File: src/rtl/id_ex_operand_stage_if.sv
// rtl/id_ex_operand_stage_if.sv - ID/EX operand stage signal bundle
`timescale 1ns/1ps

interface id_ex_operand_stage_if #(
  parameter int DATA_WIDTH     = 32,
  parameter int REG_ADDR_WIDTH = 5,
  parameter int CNT_WIDTH      = 16
);
  logic                      stall;
  logic                      flush;

  logic                      id_valid;
  logic [3:0]                id_alu_op;
  logic [DATA_WIDTH-1:0]     id_rs_data;
  logic [DATA_WIDTH-1:0]     id_rt_data;
  logic [DATA_WIDTH-1:0]     id_imm;
  logic [4:0]                id_shamt;
  logic [REG_ADDR_WIDTH-1:0] id_rs_addr;
  logic [REG_ADDR_WIDTH-1:0] id_rt_addr;
  logic [REG_ADDR_WIDTH-1:0] id_rd_addr;
  logic                      id_alu_src;
  logic                      id_reg_write;
  logic                      id_mem_read;
  logic                      id_mem_write;
  logic                      id_mem_to_reg;

  logic                      exmem_reg_write;
  logic [REG_ADDR_WIDTH-1:0] exmem_rd_addr;
  logic [DATA_WIDTH-1:0]     exmem_result;
  logic                      memwb_reg_write;
  logic [REG_ADDR_WIDTH-1:0] memwb_rd_addr;
  logic [DATA_WIDTH-1:0]     memwb_result;

  logic                      ex_valid;
  logic [3:0]                ex_alu_op;
  logic [DATA_WIDTH-1:0]     ex_a;
  logic [DATA_WIDTH-1:0]     ex_b;
  logic [4:0]                ex_shamt;
  logic [DATA_WIDTH-1:0]     ex_store_data;
  logic [REG_ADDR_WIDTH-1:0] ex_rd_addr;
  logic                      ex_reg_write;
  logic                      ex_mem_read;
  logic                      ex_mem_write;
  logic                      ex_mem_to_reg;
  logic                      load_use_hazard;
  logic [CNT_WIDTH-1:0]      bubble_count;

  // master drives ID and the downstream forwarding sources; slave is the stage
  modport master (
    output stall, flush,
    output id_valid, id_alu_op, id_rs_data, id_rt_data, id_imm, id_shamt,
    output id_rs_addr, id_rt_addr, id_rd_addr, id_alu_src,
    output id_reg_write, id_mem_read, id_mem_write, id_mem_to_reg,
    output exmem_reg_write, exmem_rd_addr, exmem_result,
    output memwb_reg_write, memwb_rd_addr, memwb_result,
    input  ex_valid, ex_alu_op, ex_a, ex_b, ex_shamt, ex_store_data, ex_rd_addr,
    input  ex_reg_write, ex_mem_read, ex_mem_write, ex_mem_to_reg,
    input  load_use_hazard, bubble_count
  );

  modport slave (
    input  stall, flush,
    input  id_valid, id_alu_op, id_rs_data, id_rt_data, id_imm, id_shamt,
    input  id_rs_addr, id_rt_addr, id_rd_addr, id_alu_src,
    input  id_reg_write, id_mem_read, id_mem_write, id_mem_to_reg,
    input  exmem_reg_write, exmem_rd_addr, exmem_result,
    input  memwb_reg_write, memwb_rd_addr, memwb_result,
    output ex_valid, ex_alu_op, ex_a, ex_b, ex_shamt, ex_store_data, ex_rd_addr,
    output ex_reg_write, ex_mem_read, ex_mem_write, ex_mem_to_reg,
    output load_use_hazard, bubble_count
  );
endinterface

File: src/rtl/id_ex_operand_stage.sv
// rtl/id_ex_operand_stage.sv - ID/EX pipeline register with forwarding and load-use bubbles
`timescale 1ns/1ps

module id_ex_operand_stage #(
  parameter int DATA_WIDTH     = 32,
  parameter int REG_ADDR_WIDTH = 5,
  parameter int CNT_WIDTH      = 16
) (
  input  logic                  clk,
  input  logic                  reset,
  id_ex_operand_stage_if.slave  bus
);
  localparam logic [3:0] ALU_ADD = 4'b0000;

  logic                      valid_q;
  logic [3:0]                alu_op_q;
  logic [DATA_WIDTH-1:0]     rs_data_q;
  logic [DATA_WIDTH-1:0]     rt_data_q;
  logic [DATA_WIDTH-1:0]     imm_q;
  logic [4:0]                shamt_q;
  logic [REG_ADDR_WIDTH-1:0] rs_addr_q;
  logic [REG_ADDR_WIDTH-1:0] rt_addr_q;
  logic [REG_ADDR_WIDTH-1:0] rd_addr_q;
  logic                      alu_src_q;
  logic                      reg_write_q;
  logic                      mem_read_q;
  logic                      mem_write_q;
  logic                      mem_to_reg_q;
  logic [CNT_WIDTH-1:0]      bubble_cnt_q;

  logic                      hazard;
  logic                      load_bubble;
  logic [DATA_WIDTH-1:0]     fwd_rs;
  logic [DATA_WIDTH-1:0]     fwd_rt;

  // rt is matched even for immediate-form instructions; cheaper than qualifying it
  always_comb begin
    hazard = ~reset & valid_q & mem_read_q & (rd_addr_q != '0) & bus.id_valid &
             ((rd_addr_q == bus.id_rs_addr) | (rd_addr_q == bus.id_rt_addr));
  end

  always_comb begin
    load_bubble = bus.flush | (~bus.stall & hazard);
  end

  always_ff @(posedge clk or posedge reset) begin
    if (reset) begin
      valid_q      <= 1'b0;
      alu_op_q     <= ALU_ADD;
      rs_data_q    <= '0;
      rt_data_q    <= '0;
      imm_q        <= '0;
      shamt_q      <= '0;
      rs_addr_q    <= '0;
      rt_addr_q    <= '0;
      rd_addr_q    <= '0;
      alu_src_q    <= 1'b0;
      reg_write_q  <= 1'b0;
      mem_read_q   <= 1'b0;
      mem_write_q  <= 1'b0;
      mem_to_reg_q <= 1'b0;
    end else if (load_bubble) begin
      valid_q      <= 1'b0;
      alu_op_q     <= ALU_ADD;
      rs_data_q    <= '0;
      rt_data_q    <= '0;
      imm_q        <= '0;
      shamt_q      <= '0;
      rs_addr_q    <= '0;
      rt_addr_q    <= '0;
      rd_addr_q    <= '0;
      alu_src_q    <= 1'b0;
      reg_write_q  <= 1'b0;
      mem_read_q   <= 1'b0;
      mem_write_q  <= 1'b0;
      mem_to_reg_q <= 1'b0;
    end else if (!bus.stall) begin
      valid_q      <= bus.id_valid;
      alu_op_q     <= bus.id_alu_op;
      rs_data_q    <= bus.id_rs_data;
      rt_data_q    <= bus.id_rt_data;
      imm_q        <= bus.id_imm;
      shamt_q      <= bus.id_shamt;
      rs_addr_q    <= bus.id_rs_addr;
      rt_addr_q    <= bus.id_rt_addr;
      rd_addr_q    <= bus.id_rd_addr;
      alu_src_q    <= bus.id_alu_src;
      // an invalid slot must never write state further down the pipe
      reg_write_q  <= bus.id_valid & bus.id_reg_write;
      mem_read_q   <= bus.id_valid & bus.id_mem_read;
      mem_write_q  <= bus.id_valid & bus.id_mem_write;
      mem_to_reg_q <= bus.id_valid & bus.id_mem_to_reg;
    end
  end

  always_ff @(posedge clk or posedge reset) begin
    if (reset) begin
      bubble_cnt_q <= '0;
    end else if (load_bubble && (bubble_cnt_q != {CNT_WIDTH{1'b1}})) begin
      bubble_cnt_q <= bubble_cnt_q + 1'b1;
    end
  end

  // EX/MEM is younger than MEM/WB, so it wins; register 0 is hardwired and never forwarded
  always_comb begin
    fwd_rs = rs_data_q;
    if (bus.exmem_reg_write && (bus.exmem_rd_addr != '0) && (bus.exmem_rd_addr == rs_addr_q)) begin
      fwd_rs = bus.exmem_result;
    end else if (bus.memwb_reg_write && (bus.memwb_rd_addr != '0) &&
                 (bus.memwb_rd_addr == rs_addr_q)) begin
      fwd_rs = bus.memwb_result;
    end
  end

  always_comb begin
    fwd_rt = rt_data_q;
    if (bus.exmem_reg_write && (bus.exmem_rd_addr != '0) && (bus.exmem_rd_addr == rt_addr_q)) begin
      fwd_rt = bus.exmem_result;
    end else if (bus.memwb_reg_write && (bus.memwb_rd_addr != '0) &&
                 (bus.memwb_rd_addr == rt_addr_q)) begin
      fwd_rt = bus.memwb_result;
    end
  end

  assign bus.ex_valid        = valid_q;
  assign bus.ex_alu_op       = alu_op_q;
  assign bus.ex_a            = fwd_rs;
  assign bus.ex_b            = alu_src_q ? imm_q : fwd_rt;
  assign bus.ex_shamt        = shamt_q;
  assign bus.ex_store_data   = fwd_rt;
  assign bus.ex_rd_addr      = rd_addr_q;
  assign bus.ex_reg_write    = reg_write_q;
  assign bus.ex_mem_read     = mem_read_q;
  assign bus.ex_mem_write    = mem_write_q;
  assign bus.ex_mem_to_reg   = mem_to_reg_q;
  assign bus.load_use_hazard = hazard;
  assign bus.bubble_count    = bubble_cnt_q;
endmodule

File: src/flat_wrapper.sv
// flat-port wrapper written by rule: the top's interface ports become plain ports
module id_ex_operand_stage_flat 
#(
  parameter int DATA_WIDTH     = 32,
  parameter int REG_ADDR_WIDTH = 5,
  parameter int CNT_WIDTH      = 16
)
  (clk, reset, bus_stall, bus_flush, bus_id_valid, bus_id_alu_op, bus_id_rs_data, bus_id_rt_data, bus_id_imm, bus_id_shamt, bus_id_rs_addr, bus_id_rt_addr, bus_id_rd_addr, bus_id_alu_src, bus_id_reg_write, bus_id_mem_read, bus_id_mem_write, bus_id_mem_to_reg, bus_exmem_reg_write, bus_exmem_rd_addr, bus_exmem_result, bus_memwb_reg_write, bus_memwb_rd_addr, bus_memwb_result, bus_ex_valid, bus_ex_alu_op, bus_ex_a, bus_ex_b, bus_ex_shamt, bus_ex_store_data, bus_ex_rd_addr, bus_ex_reg_write, bus_ex_mem_read, bus_ex_mem_write, bus_ex_mem_to_reg, bus_load_use_hazard, bus_bubble_count);
  id_ex_operand_stage_if #(.DATA_WIDTH(DATA_WIDTH), .REG_ADDR_WIDTH(REG_ADDR_WIDTH), .CNT_WIDTH(CNT_WIDTH)) bus_i ();
  input  logic clk;
  input  logic reset;
  input wire logic [$bits(bus_i.stall)-1:0] bus_stall;
  input wire logic [$bits(bus_i.flush)-1:0] bus_flush;
  input wire logic [$bits(bus_i.id_valid)-1:0] bus_id_valid;
  input wire logic [$bits(bus_i.id_alu_op)-1:0] bus_id_alu_op;
  input wire logic [$bits(bus_i.id_rs_data)-1:0] bus_id_rs_data;
  input wire logic [$bits(bus_i.id_rt_data)-1:0] bus_id_rt_data;
  input wire logic [$bits(bus_i.id_imm)-1:0] bus_id_imm;
  input wire logic [$bits(bus_i.id_shamt)-1:0] bus_id_shamt;
  input wire logic [$bits(bus_i.id_rs_addr)-1:0] bus_id_rs_addr;
  input wire logic [$bits(bus_i.id_rt_addr)-1:0] bus_id_rt_addr;
  input wire logic [$bits(bus_i.id_rd_addr)-1:0] bus_id_rd_addr;
  input wire logic [$bits(bus_i.id_alu_src)-1:0] bus_id_alu_src;
  input wire logic [$bits(bus_i.id_reg_write)-1:0] bus_id_reg_write;
  input wire logic [$bits(bus_i.id_mem_read)-1:0] bus_id_mem_read;
  input wire logic [$bits(bus_i.id_mem_write)-1:0] bus_id_mem_write;
  input wire logic [$bits(bus_i.id_mem_to_reg)-1:0] bus_id_mem_to_reg;
  input wire logic [$bits(bus_i.exmem_reg_write)-1:0] bus_exmem_reg_write;
  input wire logic [$bits(bus_i.exmem_rd_addr)-1:0] bus_exmem_rd_addr;
  input wire logic [$bits(bus_i.exmem_result)-1:0] bus_exmem_result;
  input wire logic [$bits(bus_i.memwb_reg_write)-1:0] bus_memwb_reg_write;
  input wire logic [$bits(bus_i.memwb_rd_addr)-1:0] bus_memwb_rd_addr;
  input wire logic [$bits(bus_i.memwb_result)-1:0] bus_memwb_result;
  output wire logic [$bits(bus_i.ex_valid)-1:0] bus_ex_valid;
  output wire logic [$bits(bus_i.ex_alu_op)-1:0] bus_ex_alu_op;
  output wire logic [$bits(bus_i.ex_a)-1:0] bus_ex_a;
  output wire logic [$bits(bus_i.ex_b)-1:0] bus_ex_b;
  output wire logic [$bits(bus_i.ex_shamt)-1:0] bus_ex_shamt;
  output wire logic [$bits(bus_i.ex_store_data)-1:0] bus_ex_store_data;
  output wire logic [$bits(bus_i.ex_rd_addr)-1:0] bus_ex_rd_addr;
  output wire logic [$bits(bus_i.ex_reg_write)-1:0] bus_ex_reg_write;
  output wire logic [$bits(bus_i.ex_mem_read)-1:0] bus_ex_mem_read;
  output wire logic [$bits(bus_i.ex_mem_write)-1:0] bus_ex_mem_write;
  output wire logic [$bits(bus_i.ex_mem_to_reg)-1:0] bus_ex_mem_to_reg;
  output wire logic [$bits(bus_i.load_use_hazard)-1:0] bus_load_use_hazard;
  output wire logic [$bits(bus_i.bubble_count)-1:0] bus_bubble_count;
  assign bus_i.stall = bus_stall;
  assign bus_i.flush = bus_flush;
  assign bus_i.id_valid = bus_id_valid;
  assign bus_i.id_alu_op = bus_id_alu_op;
  assign bus_i.id_rs_data = bus_id_rs_data;
  assign bus_i.id_rt_data = bus_id_rt_data;
  assign bus_i.id_imm = bus_id_imm;
  assign bus_i.id_shamt = bus_id_shamt;
  assign bus_i.id_rs_addr = bus_id_rs_addr;
  assign bus_i.id_rt_addr = bus_id_rt_addr;
  assign bus_i.id_rd_addr = bus_id_rd_addr;
  assign bus_i.id_alu_src = bus_id_alu_src;
  assign bus_i.id_reg_write = bus_id_reg_write;
  assign bus_i.id_mem_read = bus_id_mem_read;
  assign bus_i.id_mem_write = bus_id_mem_write;
  assign bus_i.id_mem_to_reg = bus_id_mem_to_reg;
  assign bus_i.exmem_reg_write = bus_exmem_reg_write;
  assign bus_i.exmem_rd_addr = bus_exmem_rd_addr;
  assign bus_i.exmem_result = bus_exmem_result;
  assign bus_i.memwb_reg_write = bus_memwb_reg_write;
  assign bus_i.memwb_rd_addr = bus_memwb_rd_addr;
  assign bus_i.memwb_result = bus_memwb_result;
  assign bus_ex_valid = bus_i.ex_valid;
  assign bus_ex_alu_op = bus_i.ex_alu_op;
  assign bus_ex_a = bus_i.ex_a;
  assign bus_ex_b = bus_i.ex_b;
  assign bus_ex_shamt = bus_i.ex_shamt;
  assign bus_ex_store_data = bus_i.ex_store_data;
  assign bus_ex_rd_addr = bus_i.ex_rd_addr;
  assign bus_ex_reg_write = bus_i.ex_reg_write;
  assign bus_ex_mem_read = bus_i.ex_mem_read;
  assign bus_ex_mem_write = bus_i.ex_mem_write;
  assign bus_ex_mem_to_reg = bus_i.ex_mem_to_reg;
  assign bus_load_use_hazard = bus_i.load_use_hazard;
  assign bus_bubble_count = bus_i.bubble_count;
  id_ex_operand_stage #(.DATA_WIDTH(DATA_WIDTH), .REG_ADDR_WIDTH(REG_ADDR_WIDTH), .CNT_WIDTH(CNT_WIDTH)) u_core (.clk(clk), .reset(reset), .bus(bus_i));
endmodule
File: config.mk
export PLATFORM = sky130hd
export DESIGN_NAME = id_ex_operand_stage_flat
export DESIGN_NICKNAME = d
export VERILOG_FILES = /design/src/rtl/id_ex_operand_stage_if.sv /design/src/rtl/id_ex_operand_stage.sv /design/src/flat_wrapper.sv
export SDC_FILE = /design/constraint.sdc
export NUM_CORES = 1
export LEC_CHECK = 0
export BUFFER_PORTS_ARGS = -buffer_cell sky130_fd_sc_hd__buf_2
export CAP_MARGIN = 10
export CORE_ASPECT_RATIO = 1.4
export CORE_MARGIN = 2
export CORE_UTILIZATION = 35
export CTS_CLUSTER_SIZE = 28
export DETAILED_ROUTE_END_ITERATION = 10
export HOLD_SLACK_MARGIN = 0.12
export PLACE_DENSITY_LB_ADDON = 0.08
export SYNTH_ARGS = -nofsm -noshare
export SYNTH_HDL_FRONTEND = slang
export SYNTH_SLANG_ARGS = --single-unit
File: constraint.sdc
create_clock -name clk -period 12.9 [get_ports clk]
set_input_delay 0.645 -clock clk [delete_from_list [all_inputs] [get_ports clk]]
set_output_delay 0.645 -clock clk [all_outputs]
set_load 0.01 [all_outputs]
* After elaboration in Yosys (flattened, before gate mapping)
Index checks and enable logic that the tools add are counted.
** Cells by class
- Equality and inequality tests :: 8
- Bitwise logic cells :: 14
- Multiplexer cells :: 33
- Add/sub/neg operators :: 1
- Reductions and logical operators :: 10
** Operators with widths (number)
- $mux 32 :: 11
- $mux 5 :: 8
- $eq 5x5->1 :: 6
- $add 16x1->16 const B :: 1
- $ne 16x16->1 const B :: 1
- $reduce_bool 5->1 :: 3
- $mux 1 :: 12
- $and 1x1->1 :: 10
- $mux 4 :: 2
- $logic_and 1x1->1 :: 7
- $ne 2x1->1 const B :: 1
- $not 1->1 :: 2
- $or 1x1->1 :: 2
** Word-level totals
- Output and inout port bits :: 132
- Logic and storage cells :: 81
- Input port bits :: 206
- Register bits :: 142

* Logic depth before layout (Yosys ltp)
Gate-level depths: netlist (run 1).
- Depth after elaboration :: 9
- Depth in mapped cells :: 8
- Mapped depth without buffers :: 7

* Worst setup path before layout (run 1)
OpenSTA, ideal clock, no wires.
- Kind :: in2reg
- Start :: in reset
- End :: reg u_core.bubble_cnt_q[5], in the netlist u_core.bus.bubble_count[5]
- Setup time :: 0.127 ns
- Data required time :: 12.773 ns
- Cell stages on the path :: 7
- Buffers on the path :: 1
- Arrival time :: 5.028 ns
- Path slack :: 7.745 ns
- Cells stage by stage :: inv_1 > and4_1 > o21ai_1 > o31ai_2 > clkbuf_1 > nand4_1 > xnor2_1
** On the way
- Word-level cells in the longest chain between the ends :: 9
** RTL lines
- start: declaration :: line flat_wrapper.sv:11 : input logic reset;
- $not 1->1 :: line id_ex_operand_stage.sv:38 : hazard = ~reset & valid_q & mem_read_q & (rd_addr_q != '0) & bus.id_valid &
- $and 1x1->1 (5 in series) :: line id_ex_operand_stage.sv:38
- $and 1x1->1 :: line id_ex_operand_stage.sv:43 : load_bubble = bus.flush | (~bus.stall & hazard);
- $or 1x1->1 :: line id_ex_operand_stage.sv:43
- $logic_and 1x1->1 :: line id_ex_operand_stage.sv:99 : end else if (load_bubble && (bubble_cnt_q != {CNT_WIDTH{1'b1}})) begin
- end signal: assignment :: line id_ex_operand_stage.sv:100 : bubble_cnt_q <= bubble_cnt_q + 1'b1;
- end: declaration :: line id_ex_operand_stage.sv:29 : logic [CNT_WIDTH-1:0] bubble_cnt_q;
Every way passes these cells.
A chain may end at the register's enable or synchronous reset.

* Worst setup path after layout (run 1)
- Start :: in bus_exmem_rd_addr[0]
- End :: out bus_ex_b[18]
** On the way
- Word-level cells in the longest chain between the ends :: 5
- Elaborated cells between the ends (all ways) :: 6
- Classes of those cells :: eq/ne (1); mux (2); reduce/logical (3)
** RTL lines
- start: declaration :: line flat_wrapper.sv:29 : input wire logic [$bits(bus_i.exmem_rd_addr)-1:0] bus_exmem_rd_addr;
- $reduce_bool 5->1 :: line id_ex_operand_stage.sv:117 : if (bus.exmem_reg_write && (bus.exmem_rd_addr != '0) && (bus.exmem_rd_addr == rt_addr_q)) begin
- $logic_and 1x1->1 :: line id_ex_operand_stage.sv:117
- $logic_and 1x1->1 * :: line id_ex_operand_stage.sv:117
- $mux 32 * :: line id_ex_operand_stage.sv:117
- $mux 32 * :: line id_ex_operand_stage.sv:128 : assign bus.ex_b = alu_src_q ? imm_q : fwd_rt;
- end: declaration :: line flat_wrapper.sv:37 : output wire logic [$bits(bus_i.ex_b)-1:0] bus_ex_b;
Every way passes the cells marked *; elsewhere a longest branch is shown, timed or not.

==> run_results.csv, run 1 <==
group,metric,value,unit
outcome,outcome,"completed",
grt,globalRouteTotalUtil,22.60,%
sta,tightest_slew,918.5,ps
critical_path,critPathRequiredTime,12260,ps
drt,drt-wirelength-per-cell,17.48,µm
floorplanning,rows,64,
critical_path,endpoint_kind,"output port",
synth,yosysWarningCount,0,
synth,yosysUniqueCellTypes,35,
floorplanning,fp.dieArea,0.02369,mm²
critical_path,crit_path_start_kind,"input pin",
floorplanning,ios,338,
drt,routed_via_density,4.878,
finish,fin_nets,1416,
critical_path,crit_fanout,58,
sta,finalHoldViolCount,0,
floorplanning,core,0.02194,mm²
clock_tree,path_clk_slew,70,ps
finish,final_cell_mix,"buf_2 (337), nand2_1 (276), dfrtp_1 (141)",
sta,finClkSkew,11.72,ps
drt,wl,26.67,mm
clock_tree,numCtsBuffers,17,
drt,first_pass_iters,4,
sta,fin_setup_tns,0,ps
synth,synth_nets,1111,
drt,num_vias,7444,
sta,setup_viol,0,
critical_path,critPathKind,"in2out",
grt,grt_max_degree,79,
sta,finalCriticalPeriod,3745,ps
placed_design,place_congestion,0.8785,
synth,synth_edf_count,0,
clock_tree,clk_latency,420,ps
clock_tree,clock_sinks,142,
critical_path,slowest_delay,630,ps
synth,ys_seq_area_share,45.20,%
critical_path,crit_chain,"buf_2 -> or4_1 -> o21ai_1 -> or4_2 -> buf_4 -> a21oi_1 -> mux2_2 -> buf_2",
synth,ys_seq_elements,142,
sta,max_clock_freq,0.2670,GHz
drt,drc_errors,0,
critical_path,crit_slowest_cell,"buf_4",
sta,drv_slew,0,
power,power_density,118.3,mW/mm²
clock_tree,cts_tree,"built",
clock_tree,htreeDepth,4,
placed_design,hpwl,19.27,mm
flow_run,cap_violations,0,
grt,grt_pass1_wl,41.10,mm
grt,grt-ovfl-total,0,
critical_path,arrival,3100,ps
sta,relSlewSlack,38.77,%
power,peakVddDrop,0.09242,mV
placed_design,port_buffers,337,
finish,top_regs,"u_core.imm_q x32, u_core.rs_data_q x32, u_core.rt_data_q x32",
finish,final_common_cell,"buf_2",
sta,holdWs,358.1,ps
floorplanning,die_h,181.3,µm
finish,drive_above_1_share,36.09,%
power,p_leak,0.005045,µW
finish,area_delta_synth_final,31.39,%
grt,antenna_found_initial,9,
synth,syn_avg_cell_area,8.696,µm²
grt,grt_pass1_vias,7422,
floorplanning,start_util,35.83,%
sta,period_share,29.03,%
finish,design_area,0.01033,mm²
synth,synth_flop_cell,"dfrtp_1",
clock_tree,clk_path_buf_depth,2,
clock_tree,cts_setup_buffers,0,
drt,ant_nets,0,
synth,synth_area,0.007861,mm²
clock_tree,ctsResizeCount,0,
clock_tree,cts_hold_buf,0,
floorplanning,die-width,130.7,µm
drt,first_iter_violations,336,
worst_hold_path,hold_path.class,"in2async",
critical_path,crit_top_cell,"buf_2",
synth,async_flop_share,100.0,%
sta,rsz0062_at_grt,"no",
clock_tree,cts_root_buf,"clkbuf_16",
synth,synth_cells,904,
placed_design,place_area,0.009738,mm²
==> worst paths after layout <==
path                                                   from                           to  slack, ps  depth (start not counted)
worst max-delay path                   bus_exmem_rd_addr[0]                 bus_ex_b[18]       9150                          8
worst min-delay path                                  reset          u_core.rs_data_q[3]        360                          2
worst max register to register     u_core.bus.ex_rd_addr[2]   u_core.bus.bubble_count[1]      10410                          7
worst min register to register  u_core.bus.bubble_count[15]  u_core.bus.bubble_count[15]        490                          1
max in group asynchronous                             reset             u_core.alu_src_q      11180                          3
min in group clk                            bus_id_shamt[2]       u_core.bus.ex_shamt[2]        440                          2
==> cells by family (layout without fill, tap and decap cells) <==
kind of cell | after synthesis | in the layout | synth area share (%)
AND/OR/NAND/NOR | 357 | 357 | 18.75
AO/OA/AOI/OAI | 196 | 196 | 13.70
flip-flops | 142 | 142 | 45.20
multiplexers | 98 | 98 | 13.02
buffers and inverters | 66 | 384 | 4.265
XOR/XNOR | 44 | 44 | 4.902
adder cells (fa/ha/maj) | 1 | 1 | 0.1591
other | 0 | 7 | 0
==> layout make-up <==
cell class	count	area, µm²
Fill cell	2346	11610
Sequential cell	142	3555
Clock inverter	14	133.9
Inverter	2	12.51
Tap cell	297	371.6
Multi-Input combinational cell	696	4015
Timing Repair Buffer	350	1784
Antenna cell	7	17.52
Clock buffer	18	439.2
==> per-stage QoR <==
stage                     total power (µW)  worst slack, ps  instances  util, %
final                                 1222             9155       1526    47.07
after global routing                  1288             8971       1525    47.06
after CTS                             1236             9147       1519    46.99
after detailed placement             752.3             9152       1487    44.38
after global placement               750.8             9219       1487    44.38
after floorplan                      642.7             7745        904        -
==> cells in the mapped netlist, types with 6 or more instances <==
cell | number | area share (%)
o21ai_0 | 37 | 2.4
nand4_1 | 6 | 0.48
and3_1 | 8 | 0.64
clkbuf_1 | 37 | 1.8
a21oi_1 | 134 | 8.5
a21oi_2 | 14 | 1.6
buf_2 | 13 | 0.83
nand3_1 | 14 | 0.89
mux2i_1 | 64 | 8.1
xnor2_1 | 26 | 2.9
buf_6 | 6 | 0.86
xor2_1 | 18 | 2.0
dfrtp_1 | 142 | 45
nand2_1 | 277 | 13
nor2_1 | 35 | 1.7
mux2_2 | 34 | 4.9
buf_4 | 7 | 0.67
==> worst max-delay path, delay by kind of cell <==
kind	cells	cell delay, ps
buffers and inverters	3	890
and+or+nand+nor	2	810
AOI/OAI and AO/OA	2	440
muxes	1	300
==> per-layer routing <==
layer	vias up	wire (µm)	share of wire, %	GRT usage [%]
met4	4	831	3.1	9.447
met5	-	24	0.090	0
met1	3501	10850	41	27.27
met2	228	13440	50	38.29
li1	3663	-	-	-
met3	48	1521	5.7	5.182
==> power breakdown <==
| group | internal (µW) | leakage (µW) | switching (µW) |
|---|---|---|---|
| clock | 273 | 0.000271 | 207 |
| sequential | 479 | 0.00186 | 32.6 |
| combinational | 104 | 0.00291 | 126 |
| total | 856 | 0.00504 | 366 |
No activity file was read; power rests on OpenSTA's default activity.
==> run 2, diff against run 1 <==
clock period = 3.1 ns   (was 12.9 ns; I/O delays follow)
==> run 2 against run 1 <==
Compared with the run above:
- critical path type is now reg2out
- sequential share of layout area shrank 4.1 points
- non-clock buffer count is 131 higher
- first-iteration DRC count unchanged
- setup slack worse by 9000 ps
- utilization grew 6.4 points
- sequential cell count did not move
==> run_results.csv, run 2 (synthesized netlist as in run 1, its figures left out) <==
group,metric,value,unit
drt,first_pass_iters,4,
worst_hold_path,whs_path_depth,3,
grt,grt_pass1_wl,43.95,mm
floorplanning,fp.dieArea,0.02369,mm²
finish,fillers,2216,
sta,setup_ws,141.8,ps
floorplanning,start_util,35.83,%
drt,drt-wirelength-per-cell,16.92,µm
clock_tree,cts_setup_buffers,0,
grt,grt_pass1_vias,8297,
finish,post-route-util,53.50,%
critical_path,critPathRequiredTime,2940,ps
sta,period_share,95.43,%
placed_design,place_congestion,0.8792,
critical_path,arrival,2800,ps
drt,drc_errors,0,
worst_hold_path,hold_path.class,"in2reg",
critical_path,critPathKind,"reg2out",
floorplanning,rows,64,
floorplanning,die-width,130.7,µm
sta,drv_slew,0,
finish,final_common_cell,"buf_2",
grt,grt-busiest-layer,"met2",
floorplanning,core,0.02194,mm²
finish,design_area,0.01174,mm²
drt,routed_via_density,4.803,
critical_path,crit_path_start_kind,"flop",
drt,ant_nets,0,
finish,multi_input_area,0.004088,mm²
clock_tree,clk_latency,420,ps
critical_path,crit_chain,"xnor2_1 -> nand3_1 -> or4_2 -> buf_4 -> nor2_1 -> a21oi_2 -> mux2_2 -> buf_2",
worst_hold_path,hold_start,"bus_flush",
finish,regArea,0.003555,mm²
finish,top_regs,"u_core.imm_q x32, u_core.rs_data_q x32, u_core.rt_data_q x32",
finish,finalNonFillerCells,1657,
power,p_leak,0.005605,µW
sta,relSlewSlack,37.16,%
grt,grt_max_degree,71,
clock_tree,clock_sinks,142,
placed_design,dp_slack,612.5,ps
floorplanning,ios,338,
finish,fin_nets,1547,
grt,globalRouteTotalUtil,23.71,%
placed_design,hpwl,19.43,mm
sta,finClkSkew,10.83,ps
clock_tree,cts_tree,"built",
power,peakVddDrop,0.3597,mV
flow_run,cap_violations,0,
drt,wl,28.04,mm
clock_tree,htreeDepth,4,
power,power_density,446.3,mW/mm²
placed_design,place_area,0.009897,mm²
grt,grt_util_met2,41.33,%
drt,num_vias,7959,
sta,max_clock_freq,0.3380,GHz
sta,finalCriticalPeriod,2958,ps
placed_design,place_inst,1492,
grt,antenna_found_initial,8,
outcome,outcome,"completed",
finish,area_delta_synth_final,49.31,%
critical_path,reg2reg_depth,7,
finish,drive_above_1_share,34.29,%
critical_path,r2r_end,"u_core.bus.bubble_count[6]",
critical_path,r2r-start,"u_core.bus.ex_rd_addr[1]",
drt,first_iter_violations,336,
critical_path,crit_slowest_cell,"or4_2",
sta,tightest_slew,942.7,ps
grt,met1_usage,28.51,%
critical_path,crit_fanout,41,
clock_tree,path_clk_slew,70,ps
placed_design,port_buffers,337,
critical_path,slowest_delay,690,ps
critical_path,endpoint_kind,"output port",
sta,setup_viol,0,
critical_path,reg2reg_slack,750,ps
sta,rsz0062_at_grt,"no",
clock_tree,numCtsBuffers,17,
worst_hold_path,hold_end,"u_core.bus.ex_shamt[3]",
grt,grt-ovfl-total,0,
floorplanning,die_h,181.3,µm
clock_tree,clk_path_buf_depth,2,
clock_tree,cts_root_buf,"clkbuf_16",
sta,holdWs,177.7,ps
finish,final_cell_mix,"buf_2 (337), nand2_1 (276), dfrtp_1 (141)",
sta,finalHoldViolCount,0,
grt,met3_usage,5.182,%
run 2: cell count changes in the layout (fill, tap and decap cells not counted), moves of 4 or more:
cell           before  now
dlygate4sd3_1       0  126
a21oi_1           134  117
buf_12              0    4
a21oi_2            14   31
run 2: worst max-delay path, delay by kind of cell (launching register included):
family | cells | cell delay (ps)
buffers and inverters | 2 | 450
xor gates and xnor gates | 1 | 190
and+or+nand+nor | 3 | 960
DFF | 1 | 410
muxes | 1 | 290
AOI/OAI and AO/OA | 1 | 50
run 2: repair_timing:
item	4_1_cts	5_1_grt
hold buffers	126	0
endpoints found under the hold margin	137	0
resized for setup	0	0
run 2: report_power, final:
| group | leakage, µW | total (µW) | internal, µW | switching [µW] |
|---|---|---|---|---|
| sequential | 0.00186 | 2120 | 1990 | 130 |
| combinational | 0.00347 | 1130 | 549 | 578 |
| clock | 0.000268 | 1990 | 1120 | 871 |
| total | 0.00560 | 5240 | 3660 | 1580 |
run 2: layer usage:
metal,wire length [µm],vias to the layer above
li1,-,3936
met2,14290,234
met4,835,2
met5,13,-
met3,1372,53
met1,11520,3734
run 2: final cells by class:
cell class | count | share of cell area (%)
Clock inverter | 14 | 1.130
Clock buffer | 18 | 3.656
Antenna cell | 7 | 0.1492
Sequential cell | 142 | 30.28
Tap cell | 297 | 3.166
Multi-Input combinational cell | 696 | 34.83
Timing Repair Buffer | 481 | 26.69
Inverter | 2 | 0.09594
run 2: per-stage QoR:
stage	total power, µW	TNS [ps]
5_1_grt	5511	0
4_1_cts	5309	0
2_1_floorplan	2693	-53600
6_report	5238	0
3_5_place_dp	3162	0
3_3_place_gp	3151	0
run 2: worst max-delay path by stage:
stage / start / to / slack (ps)
floorplan: reset / u_core.bus.bubble_count[1] / -460
global placement: u_core.rt_addr_q[2] / bus_ex_b[16] / 650
detailed placement: bus_exmem_rd_addr[0] / bus_ex_b[0] / 610
CTS: u_core.rt_addr_q[2] / bus_ex_b[2] / 140
global route: u_core.rt_addr_q[2] / bus_ex_b[18] / 20
finish: u_core.rt_addr_q[2] / bus_ex_b[14] / 140
